[src/rtl/enc_pkg.sv]
// Shared definitions for the file-encryption path: mode encodings,
// character limits and the FSM state type used by encryption/decryption.
package enc_pkg;

  localparam int unsigned CHAR_W = 8;
  localparam int unsigned MODE_W = 2;

  localparam logic [MODE_W-1:0] MODE_IDLE = 2'b00;
  localparam logic [MODE_W-1:0] MODE_KEY  = 2'b01;
  localparam logic [MODE_W-1:0] MODE_DEC  = 2'b10;
  localparam logic [MODE_W-1:0] MODE_RSVD = 2'b11;

  localparam logic [CHAR_W-1:0] NUL_CHAR      = 8'h00;
  localparam logic [CHAR_W-1:0] PRINT_MIN_DEF = 8'h20;
  localparam logic [CHAR_W-1:0] PRINT_MAX_DEF = 8'h7E;

  typedef enum logic [1:0] {
    S_NOKEY = 2'd0,
    S_READY = 2'd1,
    S_CALC  = 2'd2,
    S_OUT   = 2'd3
  } state_t;

  function automatic logic in_range(input logic [CHAR_W-1:0] c,
                                    input logic [CHAR_W-1:0] lo,
                                    input logic [CHAR_W-1:0] hi);
    return (c >= lo) && (c <= hi);
  endfunction

endpackage

[src/rtl/key_stream.sv]
// Running key generator: holds the loaded key and a character index,
// presents K_i = key + idx (mod 256); shared with the encryption side.
module key_stream
  import enc_pkg::*;
(
  input  logic              clk,
  input  logic              rst_n,
  input  logic              load,
  input  logic [CHAR_W-1:0] load_key,
  input  logic              advance,
  output logic [CHAR_W-1:0] k_i_c
);

  logic [CHAR_W-1:0] key_reg;
  logic [CHAR_W-1:0] idx;

  // A load always restarts the index so both ends stay in step.
  always_ff @(posedge clk or negedge rst_n) begin
    if (!rst_n) begin
      key_reg <= '0;
      idx     <= '0;
    end else if (load) begin
      key_reg <= load_key;
      idx     <= '0;
    end else if (advance) begin
      idx     <= idx + CHAR_W'(1);
    end
  end

  assign k_i_c = key_reg + idx;

endmodule

[src/rtl/decryption.sv]
// Character-serial decryptor: P = C - K_i (mod 256), flags non-printable
// results and keeps the key index in step only on accepted characters.
module decryption
  import enc_pkg::*;
#(
  parameter logic [CHAR_W-1:0] PRINT_MIN = PRINT_MIN_DEF,
  parameter logic [CHAR_W-1:0] PRINT_MAX = PRINT_MAX_DEF
) (
  input  logic              clk,
  input  logic              rst_n,
  input  logic [MODE_W-1:0] mode,
  input  logic [CHAR_W-1:0] Ciphertext,
  input  logic [CHAR_W-1:0] Private_key,
  output logic [CHAR_W-1:0] Char_plaintext,
  output logic              P_ready,
  output logic              err_invalid_ctxt,
  output logic              err_invalid_key
);

  state_t            state_q, state_d;
  logic [CHAR_W-1:0] c_q, c_d;
  logic [CHAR_W-1:0] k_q, k_d;
  logic [CHAR_W-1:0] char_d;
  logic              p_ready_d;
  logic              err_ctxt_d;
  logic              err_key_d;
  logic              load_c;
  logic              advance_c;
  logic [CHAR_W-1:0] k_i_c;
  logic [CHAR_W-1:0] p_c;

  key_stream u_key_stream (
    .clk      (clk),
    .rst_n    (rst_n),
    .load     (load_c),
    .load_key (Private_key),
    .advance  (advance_c),
    .k_i_c    (k_i_c)
  );

  assign p_c = c_q - k_q;

  always_ff @(posedge clk or negedge rst_n) begin
    if (!rst_n) state_q <= S_NOKEY;
    else        state_q <= state_d;
  end

  // Next state and next output values; mode only matters in S_NOKEY/S_READY.
  always_comb begin
    state_d    = state_q;
    c_d        = c_q;
    k_d        = k_q;
    char_d     = Char_plaintext;
    p_ready_d  = 1'b0;
    err_ctxt_d = err_invalid_ctxt;
    err_key_d  = err_invalid_key;
    load_c     = 1'b0;
    advance_c  = 1'b0;
    case (state_q)
      S_NOKEY, S_READY: begin
        if (mode == MODE_KEY) begin
          load_c = 1'b1;
          if (Private_key == NUL_CHAR) begin
            err_key_d = 1'b1;
            state_d   = S_NOKEY;
          end else begin
            err_key_d = 1'b0;
            state_d   = S_READY;
          end
        end else if ((mode == MODE_DEC) && (state_q == S_READY)) begin
          c_d     = Ciphertext;
          k_d     = k_i_c;
          state_d = S_CALC;
        end
      end
      S_CALC: begin
        p_ready_d = 1'b1;
        state_d   = S_OUT;
        if (in_range(p_c, PRINT_MIN, PRINT_MAX)) begin
          char_d     = p_c;
          err_ctxt_d = 1'b0;
          advance_c  = 1'b1;
        end else begin
          char_d     = NUL_CHAR;
          err_ctxt_d = 1'b1;
        end
      end
      S_OUT: begin
        state_d = S_READY;
      end
      default: begin
        state_d = S_NOKEY;
      end
    endcase
  end

  always_ff @(posedge clk or negedge rst_n) begin
    if (!rst_n) begin
      c_q              <= '0;
      k_q              <= '0;
      Char_plaintext   <= NUL_CHAR;
      P_ready          <= 1'b0;
      err_invalid_ctxt <= 1'b0;
      err_invalid_key  <= 1'b0;
    end else begin
      c_q              <= c_d;
      k_q              <= k_d;
      Char_plaintext   <= char_d;
      P_ready          <= p_ready_d;
      err_invalid_ctxt <= err_ctxt_d;
      err_invalid_key  <= err_key_d;
    end
  end

endmodule

[config.mk]
export PLATFORM = sky130hd
export DESIGN_NAME = decryption
export DESIGN_NICKNAME = d
export VERILOG_FILES = /design/src/rtl/enc_pkg.sv /design/src/rtl/key_stream.sv /design/src/rtl/decryption.sv
export SDC_FILE = /design/constraint.sdc
export NUM_CORES = 1
export LEC_CHECK = 0
export BUFFER_PORTS_ARGS = -buffer_cell sky130_fd_sc_hd__buf_2
export CORE_MARGIN = 3
export CORE_UTILIZATION = 30
export CTS_CLUSTER_DIAMETER = 120
export DETAILED_ROUTE_END_ITERATION = 16
export SLEW_MARGIN = 20
export SYNTH_ARGS = -nofsm -noshare
export SYNTH_HDL_FRONTEND = slang
export SYNTH_SLANG_ARGS = --single-unit
[constraint.sdc]
create_clock -name clk -period 3.21 [get_ports clk]
set_clock_uncertainty 0.05 [all_clocks]
set_input_delay 0.8025 -clock clk [delete_from_list [all_inputs] [get_ports clk]]
set_output_delay 0.8025 -clock clk [all_outputs]
set_load 0.05 [all_outputs]
---- Word level (Yosys, flattened, before mapping) ----
Index checks and enable logic that the tools add are counted.
cells by class
  add/subtract/negate cells ............... 3
  order comparisons ....................... 2
  equal/unequal tests ..................... 6
  multiplexer cells ....................... 14
  bitwise logic cells ..................... 1
  reductions and logical operators ........ 8
operator list
  cell                                                                    count
  8-bit two-way mux                                                       3
  8-bit by 1-bit adder with 8-bit output (second input constant)          1
  8-bit adder                                                             1
  8-bit by 6-bit >= comparator with 1-bit output (second input constant)  1
  8-bit by 7-bit <= comparator with 1-bit output (second input constant)  1
  8-bit logical NOT                                                       1
  1-bit two-way mux                                                       8
  8-bit subtractor                                                        1
  2-bit == test (second input constant)                                   3
  2-bit case mux with 3 select lines                                      1
  2-bit by 1-bit == test with 1-bit output (second input constant)        2
  2-bit two-way mux                                                       2
  3-bit inequality test (second input constant)                           1
  3-bit AND reduction                                                     1
  1-bit logical AND                                                       2
  2-bit logical NOT                                                       1
  2-bit AND reduction                                                     1
  2-bit nonzero test                                                      1
  2-bit OR reduction                                                      1
  1-bit NOT                                                               1
storage, ports and cells
  bits in registers ....................... 45
  input port bits ......................... 20
  output and inout bits ................... 11
  word-level logic and storage cells ...... 43

---- Longest topological paths before layout ----
Gate-level depths: netlist of the first run.
  depth in word-level cells ............... 7
  depth in mapped cells ................... 13
  mapped depth without buffers ............ 11

---- Hierarchy ----
From an unflattened synthesis of the first run, not the netlist that was laid out.
second synthesis, totals
  cells, all modules ...................... 232
  area total of the unflattened synthesis .. 2536.2 um^2
by module, submodules not included
  module      times used  cells an instance  area an instance (um^2)  sequential area each (um^2)
  decryption  1           140                1537.7                   725.7
  key_stream  1           92                 998.5                    400.4

---- Worst setup path before layout of the first run ----
OpenSTA, ideal clock, no wires.
  path kind ............................... register -> register
  start point ............................. register c_q[0]
  end point ............................... register u_key_stream.idx[4]
  library setup time ...................... 124 ps
  data arrival time ....................... 2553 ps
  data required time ...................... 3036 ps
  path slack .............................. 483 ps
  cell stages (with the launch flop) ...... 14
  path buffers ............................ 2
  clock period less this slack ............ 2727 ps
  cell sequence ........................... dfrtp_1 > inv_1 > ha_1 > inv_1 > fa_1 > a211oi_1 > o211a_1 > nor3_1 > or3_1 > o211ai_2 > buf_6 > buf_12 > nor2_2 > a211o_1
between the ends
  word-level cells in the longest chain between the ends .. 6
  elaborated cells between the ends (all ways) .. 7
  those cells by class .................... add/sub: 1; order compare: 2; mux: 2; reduce/logical: 2
ends and longest elaborated chain
  what                                                                                                              line               RTL
  from (decl)                                                                                                       decryption.sv:21   logic [CHAR_W-1:0] c_q, c_d;
  from (signal assigned)                                                                                            decryption.sv:99   c_q <= '0;
  from (signal assigned)                                                                                            decryption.sv:106  c_q <= c_d;
  8-bit subtractor (*)                                                                                              decryption.sv:41   assign p_c = c_q - k_q;
  8-bit by 6-bit >= comparator with 1-bit output or 8-bit by 7-bit <= comparator with 1-bit output (tied branches)  enc_pkg.sv:27      return (c >= lo) && (c <= hi);
  1-bit logical AND (*)                                                                                             enc_pkg.sv:27
  1-bit two-way mux (*)                                                                                             decryption.sv:79   if (in_range(p_c, PRINT_MIN, PRINT_MAX)) begin
  1-bit two-way mux (*)                                                                                             decryption.sv:59   case (state_q)
  2-bit nonzero test (no line) (*)                                                                                  --
  to (signal assigned)                                                                                              key_stream.sv:26   idx <= idx + CHAR_W'(1);
  to (decl)                                                                                                         key_stream.sv:15   logic [CHAR_W-1:0] idx;
Every way passes the cells marked *; elsewhere a longest branch is shown, timed or not.
A chain may end at the register's enable or synchronous reset.

---- Worst setup path in the final report of the first run ----
  start point ............................. register c_q[0]
  end point ............................... register u_key_stream.idx[7]
The elaborated chain is that of the path after synthesis.

==> results.py, run 1 <==
metrics = {
    "sta": {
        "layout_worst_path_cycle_share_pct": 93.12,
        "whs_ps": 433.7,
        "timing.final.max_slew_violations": 0,
        "setup-tns-final_ps": 0,
        "maxSlewHeadroom_pct": 47.54,
        "grt_setup_unrepaired": "false",
        "fmaxAchievable_mhz": 334.5,
        "period_needed_ps": 2989,
        "finalSetupViolations": 0,
        "hold_viol_final": 0,
        "worst_slew_pin_tran_ps": 785.3,
    },
    "synth": {
        "synth-edff-count": 0,
        "synth.lib_cells_used.distinct": 51,
        "async_flop_share_pct": 100.0,
        "postSynth.topFlopCell": "dfrtp_1",
        "synth_area_per_cell_um2": 10.01,
        "synth.ff_latch_count": 45,
        "netlist_instances": 248,
        "synth_fp_nets": 286,
        "synth_area_um2": 2482,
        "synthesis.yosys.warnings": 0,
        "ys_seq_area_share_pct": 45.36,
    },
    "routing": {
        "routed-via-count": 1831,
        "final_antenna_net_count": 0,
        "drt_pre_antenna_iters": 4,
        "wire_per_inst_um": 12.03,
        "routed_wirelength_mm": 4.594,
        "drc": 0,
        "route.detailed.vias_per_inst": 4.793,
        "drt_iter0_markers": 35,
    },
    "final_layout": {
        "layout.area.seq_um2": 1126,
        "instances_no_fill": 382,
        "num_antenna_cells": 0,
        "nets": 318,
        "layout-drive-gt1-share_pct": 20.71,
        "multi_input_comb_area_um2": 1246,
        "syn2layout_area_growth_pct": 13.51,
        "filler_cells_inserted": 811,
    },
    "clock_tree": {
        "cts_buffer_depth": 2,
        "clock_input_transition_at_the_sequential_cells_of_the_worst_setup_and_hold_paths_ps": 80,
        "htree_levels": 2,
        "clock-root-buffer": "clkbuf_8",
        "clock_latency_ps": 290,
        "cts_resized": 0,
        "cts_post_setup_buffers_inserted": 0,
        "cts.hold.buffers_added": 0,
        "cts_bufs_inserted": 5,
        "tritoncts": "done",
        "cts_num_sinks": 45,
    },
    "power_and_ir_drop": {
        "p_leak_nw": 1.363,
        "netSwitchingPower_w": 0.0009899,
        "power.density_cell_area_nw_per_um2": 857.2,
        "share_seq_of_total_power_pct": 35.8,
        "swShare_pct": 40.98,
        "clockPowerShare_pct": 14.4,
        "cellInternalPower_w": 0.001426,
        "power.ir.vdd_worst_mv": 0.3433,
        "power_frac_comb_pct": 49.9,
    },
    "place": {
        "hpwlAfterDp_mm": 3.604,
        "place_congestion": 0.7928,
        "dp_cells": 375,
        "port-buffer-count": 30,
    },
    "setup_path": {
        "required_ps": 3380,
        "timing.critical_path.fanout_max": 20,
        "cp-start-kind": "flop",
        "setup.worst_path.end_class": "flop",
        "worst-endpoint-arrival_ps": 3150,
        "worst-setup-path-type": "flop to flop",
    },
    "grt": {
        "grt_pass1_wl_mm": 8.155,
        "pin_count_of_the_biggest_net_entering_global_routing": 46,
        "grt_overflow": 0,
        "grtUsageTotal_pct": 10.36,
        "grt_antenna_before_repair": 0,
        "first_global_vias": 1838,
    },
    "floorplan": {
        "die_x_um": 96.97,
        "floorplan.initialDensity_pct": 31.47,
        "io_pins": 31,
        "dieArea_um2": 9402,
        "std_cell_rows": 32,
        "die_h_um": 96.97,
        "placeableCoreArea_um2": 7888,
    },
    "hold_path": {
        "hold_class": "flop to flop",
    },
    "flow_run": {
        "max_cap_viol_count": 0,
    },
    "status": {
        "outcome": "completed",
    },
}
-- logic make-up (layout without fill, tap and decap cells) --
kind of cell | Yosys count | count (layout) | synth area share, %
and+or+nand+nor | 89 | 89 | 17.89
adders and majority gates | 18 | 18 | 9.677
DFF | 45 | 45 | 45.36
buffers and inverters | 23 | 55 | 4.435
xor gates and xnor gates | 11 | 11 | 3.881
AOI/OAI and AO/OA | 52 | 52 | 14.26
muxes | 10 | 10 | 4.486
-- layout make-up --
cell class	instances	share of cell area, %
Tap cell	102	4.529
Inverter	15	1.998
Sequential cell	45	39.96
Multi-Input combinational cell	180	44.23
Timing Repair Buffer	33	6.217
Clock buffer	7	3.064
-- layer usage --
layer  up-vias  global-route usage, %  part of all wire [%]
li1        931                      -                     -
met1       873                  11.66                    44
met2        22                  19.48                    51
met3         5                  2.668                   3.9
met4         0                  2.268                   1.0
met5         -                      0                     0
-- worst paths after layout --
kind	from	to	cells after the start	slack (ps)
max	c_q[0]	u_key_stream.idx[7]	12	220
min	err_invalid_key	err_invalid_key	2	430
max reg2reg	c_q[0]	u_key_stream.idx[7]	12	220
min reg2reg	err_invalid_key	err_invalid_key	2	430
max in group asynchronous	rst_n	c_q[6]	1	2280
min in group asynchronous	rst_n	c_q[2]	1	450
-- critical path, cell delays in order (launching register included) --
cell and delay [ps]:
dfrtp_1 380, inv_1 80, ha_1 140, inv_1 50
fa_1 410, a211oi_1 310, nor4b_1 100, nor3_1 280
or3_1 200, o211ai_2 70, buf_4 210, or4_1 500
a21oi_1 140
-- synth_stat cells, drive strengths merged (2+ instances only) --
| cell type | instances | share of area (%) |
|---|---|---|
| dfrtp | 45 | 45 |
| nand2 | 41 | 6.2 |
| o21ai | 22 | 4.4 |
| ha | 16 | 8.1 |
| inv | 15 | 2.3 |
| mux2 | 9 | 4.1 |
| nor2 | 9 | 1.5 |
| clkbuf | 6 | 0.91 |
| xor2 | 6 | 2.1 |
| a21oi | 5 | 1.0 |
| nand3 | 5 | 1.0 |
| nor2b | 5 | 1.3 |
| nor3 | 5 | 1.0 |
| xnor2 | 5 | 1.8 |
| a21o | 4 | 1.3 |
| nand2b | 4 | 1.0 |
| a211o | 3 | 1.1 |
| nor3b | 3 | 0.91 |
| o21a | 3 | 0.91 |
| or3 | 3 | 0.81 |
| a22o | 2 | 0.71 |
| and2 | 2 | 0.55 |
| buf | 2 | 1.3 |
| fa | 2 | 1.6 |
| nand4 | 2 | 0.50 |
| nor4 | 2 | 0.50 |
| o211a | 2 | 0.81 |
| o211ai | 2 | 0.81 |
| o31a | 2 | 0.76 |
| o31ai | 2 | 0.60 |
| or2b | 2 | 0.71 |
-- layout by cell type (no fill, tap or decap), types with 3 or more instances in the layout --
master and count:
nor3b_1 3, a211o_1 3, a21o_1 3, buf_4 4
ha_1 16, buf_2 29, clkbuf_8 6, nand2b_1 4
nand3_1 5, xor2_1 6, o21ai_0 22, nor2_1 8
dfrtp_1 45, xnor2_1 5, inv_1 14, mux2_2 9
o21a_1 3, a21oi_1 5, nor2b_1 5, nand2_1 41
nor3_1 5
-- power groups by stage --
stage	Combinational, W	Clock (W)	Sequential (W)
final	0.00120	0.000347	0.000864
after global routing	0.00136	0.000393	0.000892
after CTS	0.00122	0.000363	0.000868
after detailed placement	0.00121	0	0.000879
after global placement	0.00120	0	0.000873
after floorplan	0.000860	0	0.000983
-- through the flow --
stage                     total power (W)  setup slack [ps]  util [%]  instance area [um^2]
final                            0.002415             220.7     35.72                  2818
after global routing             0.002649             55.09     35.72                  2818
after CTS                        0.002453             209.5     35.69                  2815
after detailed placement         0.002092             217.3     34.60                  2729
after global placement           0.002070             288.0     34.60                  2729
after floorplan                  0.001843             482.9         -                  2482
Note: power is estimated with default switching activity, not from simulation.
==> inputs of run 2 (changes only) <==
- ABC_AREA: not set -> 1
- MAX_ROUTING_LAYER: not set -> met4
==> run 2 against run 1 <==
Compared with the run above: critical path depth up 1; non-clock buffer count shrank 2; global-route usage is 1.7 points higher; sequential share of layout area down 3.4 points; area after synthesis grew 9.0%; final area rose by 9.4%; maximum frequency rose by 28%; combinational power grew 30%; worst hold slack got worse by 4.5 ps; register-to-register slack better by 650 ps; sequential power is 2.5% lower; power grew 18%; critical endpoint is now u_key_stream.idx[5]; largest cell class unchanged.
==> results.py, run 2 <==
metrics = {
    "status": {
        "outcome": "completed",
    },
    "sta": {
        "setup-tns-final_ps": 0,
        "period_needed_ps": 2335,
        "grt_setup_unrepaired": "false",
        "hold_viol_final": 0,
        "worst_slew_pin_tran_ps": 809.1,
        "fmaxAchievable_mhz": 428.3,
        "timing.final.max_slew_violations": 0,
        "whs_ps": 429.2,
        "worst_slack_ps": 875.2,
        "layout_worst_path_cycle_share_pct": 72.74,
        "maxSlewHeadroom_pct": 45.93,
        "finalSetupViolations": 0,
    },
    "grt": {
        "grt_overflow": 0,
        "grt_pass1_wl_mm": 9.708,
        "first_global_vias": 2075,
        "grtUsageTotal_pct": 12.05,
        "grt_antenna_before_repair": 0,
        "pin_count_of_the_biggest_net_entering_global_routing": 46,
    },
    "synth": {
        "synth-edff-count": 0,
        "synth_area_per_cell_um2": 8.564,
        "yosysTopAreaCell": "dfrtp_1",
        "synthesis.yosys.warnings": 0,
        "synthMostInstantiatedCell": "nand2_1",
        "synth_fp_nets": 354,
        "synth.lib_cells_used.distinct": 32,
        "async_flop_share_pct": 100.0,
        "postSynth.topFlopCell": "dfrtp_1",
        "synth.ff_latch_count": 45,
        "synth_area_um2": 2706,
        "synth.top_cell.area_share_pct": 41.61,
        "netlist_instances": 316,
        "synth_top_cells_by_count": "90 x nand2_1, 45 x dfrtp_1, 35 x inv_1",
        "netlist_top_cells_area": "dfrtp_1 42%, nand2_1 12%, ha_1 7.4%",
        "ys_seq_area_share_pct": 41.61,
    },
    "routing": {
        "drt_iter0_markers": 95,
        "wire_per_inst_um": 12.31,
        "drc": 0,
        "routed-via-count": 2092,
        "routed_wirelength_mm": 5.637,
        "final_antenna_net_count": 0,
        "route.detailed.vias_per_inst": 4.568,
        "drt_pre_antenna_iters": 4,
    },
    "final_layout": {
        "layout-drive-gt1-share_pct": 23.43,
        "syn2layout_area_growth_pct": 13.92,
        "nets": 387,
        "layout.cells.most_common_list": "90 x nand2_1, 45 x dfrtp_1, 35 x inv_1",
        "final_common_cell": "nand2_1",
        "num_antenna_cells": 0,
    },
    "clock_tree": {
        "cts_bufs_inserted": 5,
        "clock_input_transition_at_the_sequential_cells_of_the_worst_setup_and_hold_paths_ps": 90,
        "cts_buffer_depth": 2,
        "cts_resized": 0,
        "clock_latency_ps": 300,
        "cts_post_setup_buffers_inserted": 0,
        "cts_num_sinks": 45,
        "tritoncts": "done",
        "clock-root-buffer": "clkbuf_8",
        "cts.hold.buffers_added": 0,
        "htree_levels": 2,
    },
    "power_and_ir_drop": {
        "power.density_cell_area_nw_per_um2": 925.9,
        "p_leak_nw": 1.589,
        "power.ir.vdd_worst_mv": 0.2765,
    },
    "floorplan": {
        "die_x_um": 101.0,
        "die_h_um": 101.0,
        "dieArea_um2": 10200,
        "placeableCoreArea_um2": 8763,
        "io_pins": 31,
        "std_cell_rows": 34,
        "floorplan.initialDensity_pct": 30.88,
    },
    "place": {
        "hpwlAfterDp_mm": 4.410,
        "port-buffer-count": 30,
        "place_congestion": 0.8175,
        "dp_slack_ps": 864.7,
    },
    "setup_path": {
        "cp-start-kind": "flop",
        "required_ps": 3400,
        "setup.worst_path.end_class": "flop",
        "worst-endpoint-arrival_ps": 2530,
        "worst-setup-path-type": "flop to flop",
        "timing.critical_path.fanout_max": 16,
    },
    "flow_run": {
        "max_cap_viol_count": 0,
    },
    "hold_path": {
        "hold_class": "flop to flop",
    },
}
-- run 2: worst paths after layout --
kind,from,to,slack (ps),depth (start not counted)
hold reg to reg,Char_plaintext[6],Char_plaintext[6],430,2
min in group asynchronous,rst_n,err_invalid_key,450,1
setup reg to reg,c_q[0],u_key_stream.idx[5],880,13
max in group asynchronous,rst_n,k_q[4],2260,1
setup / recovery,c_q[0],u_key_stream.idx[5],880,13
hold / removal,Char_plaintext[6],Char_plaintext[6],430,2
-- run 2: stage by stage --
step	utilization, %	power, W	instance area, um^2	std cells
final	35.18	0.002854	3083	458
after detailed placement	33.78	0.002423	2960	450
after CTS	35.15	0.002886	3080	458
after floorplan	-	0.002101	2706	316
after global routing	35.18	0.003128	3083	458
after global placement	33.78	0.002377	2960	450
-- run 2: power by group --
| group | internal [W] | switching (W) |
|---|---|---|
| registers | 0.000738 | 0.000104 |
| logic | 0.000528 | 0.00103 |
| clock network | 0.000253 | 0.000198 |
| total | 0.00152 | 0.00133 |
-- run 2: cell type report --
cell class	instances	area, um^2
fillers	924	5680
multi-input cells	225	1388
flip-flops and latches	45	1126
repair buffers	31	160.2
inverters	41	153.9
well taps	108	135.1
clock buffers	6	82.58
clock inverters	2	37.54
-- run 2: worst max-delay path: stages (launching register included) --
cell	delay, ps
dfrtp_1	370
inv_1	90
ha_1	150
inv_1	50
fa_1	470
inv_1	40
or2_1	210
nor2_2	90
nand3_2	90
nor2_4	110
nand3_4	130
nand3_4	220
nand3_2	100
nand2_1	90
-- run 2: cells by family (layout without fill, tap and decap cells) --
group | after synthesis | count (layout) | synth area share [%]
AO/OA/AOI/OAI | 30 | 30 | 6.149
XOR/XNOR | 10 | 10 | 3.236
adder cells (fa/ha/maj) | 18 | 18 | 8.877
buffers and inverters | 46 | 80 | 7.120
flip-flops | 45 | 45 | 41.61
multiplexers | 7 | 7 | 2.913
AND/OR/NAND/NOR | 160 | 160 | 30.10
-- run 2: per-layer routing --
metal  vias up  part of all wire, %  track usage [%]
met5         -                    0                -
met1       967                   50            16.91
met3         6                  4.6            2.076
li1       1081                    -                -
met4         0                 0.89            3.067
met2        38                   44            18.08
==> inputs of run 3 (changes only) <==
- clock period: 3.21 -> 2.01 ns (I/O delays scaled with it)
==> run 3 against run 2 <==
Compared with the run above: the run now ends with setup timing left; combinational power increased by 98%; worst hold slack worse by 270 ps; global-route usage increased by 0.96 points; final area grew 7.3%; wire length grew 6.1%; non-clock buffer count rose by 27; first-iteration DRC count did not move; utilization up 2.6 points; maximum frequency up 7.0%; largest power group unchanged; largest cell class unchanged; register-to-register slack got worse by 1000 ps; clock power is 26% higher.
==> results.py, run 3 (synthesized netlist as in run 2, its figures left out) <==
metrics = {
    "status": {
        "outcome": "finished with violations",
        "violations": "setup timing",
    },
    "sta": {
        "grt_setup_unrepaired": "true",
        "timing.final.max_slew_violations": 0,
        "maxSlewHeadroom_pct": 69.35,
        "fmaxAchievable_mhz": 458.1,
        "worst_slew_pin_tran_ps": 458.7,
        "hold_viol_final": 0,
        "whs_ps": 163.6,
        "period_needed_ps": 2183,
        "worst_slack_ps": -173.0,
        "finalSetupViolations": 16,
        "layout_worst_path_cycle_share_pct": 108.6,
    },
    "final_layout": {
        "filler_cells_inserted": 916,
        "syn2layout_area_growth_pct": 22.28,
        "finalCoreUtilization_pct": 37.76,
        "layout.area.seq_um2": 1126,
        "nets": 415,
        "layout.cells.most_common_list": "89 x nand2_1, 45 x dfrtp_1, 33 x inv_1",
        "final_common_cell": "nand2_1",
        "num_antenna_cells": 0,
        "multi_input_comb_area_um2": 1446,
        "layout-drive-gt1-share_pct": 31.48,
        "summed_area_of_non_filler_cells_in_the_final_layout_um2": 3309,
    },
    "setup_path": {
        "cp_cell_instances": "inv_2 -> ha_4 -> inv_2 -> fa_1 -> inv_1 -> or2_1 -> nor2_2 -> nand3_2 -> nor2_4 -> nand3_4 -> buf_6 -> nand4_1 -> nand2_1",
        "worstPathBufferInverterCount": 4,
        "required_ps": 2160,
        "cpMostUsedCell": "inv_2",
        "cp-start-kind": "flop",
        "worst-endpoint-arrival_ps": 2340,
        "timing.rr.start": "c_q[0]",
        "timing.critical_path.fanout_max": 8,
        "crit_path_top_delay_cell": "fa_1",
        "timing.critical_path.slowest_cell_delay_ps": 470,
        "timing.critical_path.from": "c_q[0]",
        "worst-setup-path-type": "flop to flop",
        "setup.worst_path.end_class": "flop",
        "critical-path-top-delay-family": "simple AND/OR/NAND/NOR gates",
    },
    "floorplan": {
        "io_pins": 31,
        "die_h_um": 101.0,
        "dieArea_um2": 10200,
        "std_cell_rows": 34,
        "die_x_um": 101.0,
        "floorplan.initialDensity_pct": 30.88,
        "placeableCoreArea_um2": 8763,
    },
    "clock_tree": {
        "cts_buffer_depth": 2,
        "htree_levels": 2,
        "cts_num_sinks": 45,
        "clock_latency_ps": 310,
        "cts_bufs_inserted": 5,
        "clock_input_transition_at_the_sequential_cells_of_the_worst_setup_and_hold_paths_ps": 90,
        "tritoncts": "done",
        "clock-root-buffer": "clkbuf_8",
    },
    "grt": {
        "grt_pass1_wl_mm": 10.23,
        "grt_antenna_before_repair": 0,
        "first_global_vias": 2214,
        "grtUsageTotal_pct": 13.01,
        "grt_overflow": 0,
        "pin_count_of_the_biggest_net_entering_global_routing": 34,
    },
    "hold_path": {
        "hold_class": "input port to asynchronous set/reset pin",
    },
    "power_and_ir_drop": {
        "power.density_cell_area_nw_per_um2": 1507,
        "p_leak_nw": 1.713,
        "power.ir.vdd_worst_mv": 0.5820,
        "total_power_w": 0.004987,
    },
    "routing": {
        "routed-via-count": 2209,
        "routed_wirelength_mm": 5.982,
        "drt_pre_antenna_iters": 4,
        "drc": 0,
        "final_antenna_net_count": 0,
        "route.detailed.vias_per_inst": 4.545,
        "drt_iter0_markers": 95,
        "wire_per_inst_um": 12.31,
    },
    "place": {
        "port-buffer-count": 30,
        "detailed_place.area_um2": 3161,
        "place_congestion": 0.8003,
        "hpwlAfterDp_mm": 4.681,
    },
    "flow_run": {
        "max_cap_viol_count": 0,
    },
}
[run 3: what timing repair did]
item                                   4_1_cts  5_1_grt
hold buffers                                 0        0
pin swaps                                    2        5
cloned                                       1        0
setup endpoints to repair                   16       17
resized for setup                            8        9
buffers inserted                             1        1
endpoints found under the hold margin        0        0
[run 3: routing by layer]
metal  share of wire, %  track usage (%)  vias to the layer above
li1                   -                -                     1141
met1                 49            17.17                     1027
met2                 47            20.56                       33
met3                2.6            2.284                        8
met4                1.0            3.681                        0
met5                  0                -                        -
[run 3: where the power goes]
part	switching, W	internal [W]	leakage (nW)
logic	0.00185	0.00123	1.10
clock network	0.000322	0.000247	0.0385
registers	0.000152	0.00118	0.571
total	0.00233	0.00266	1.71
[run 3: through the flow]
step	TNS, ps	instances	setup slack (ps)
final	-2185	486	-173.0
after global routing	-4267	486	-312.5
after CTS	-2399	485	-191.4
after detailed placement	-2567	475	-186.5
after global placement	-1947	475	-135.0
after floorplan	-1483	316	-135.8
[run 3: final timing paths]
check	end	depth (start not counted)	slack, ps
worst max-delay path	u_key_stream.idx[0]	13	-170
worst min-delay path	err_invalid_key	2	160
worst max register to register	u_key_stream.idx[0]	13	-170
worst min register to register	Char_plaintext[1]	2	440
max in group asynchronous	u_key_stream.idx[1]	3	1200
min in group clk	c_q[7]	3	330
[run 3: layout make-up]
cell class              count  area share (%)
clock buffers               7           2.306
clock inverters             1          0.2268
inverters                  41           4.650
multi-input cells         226           43.71
flip-flops and latches     45           34.03
well taps                 108           4.083
repair buffers             58           11.00
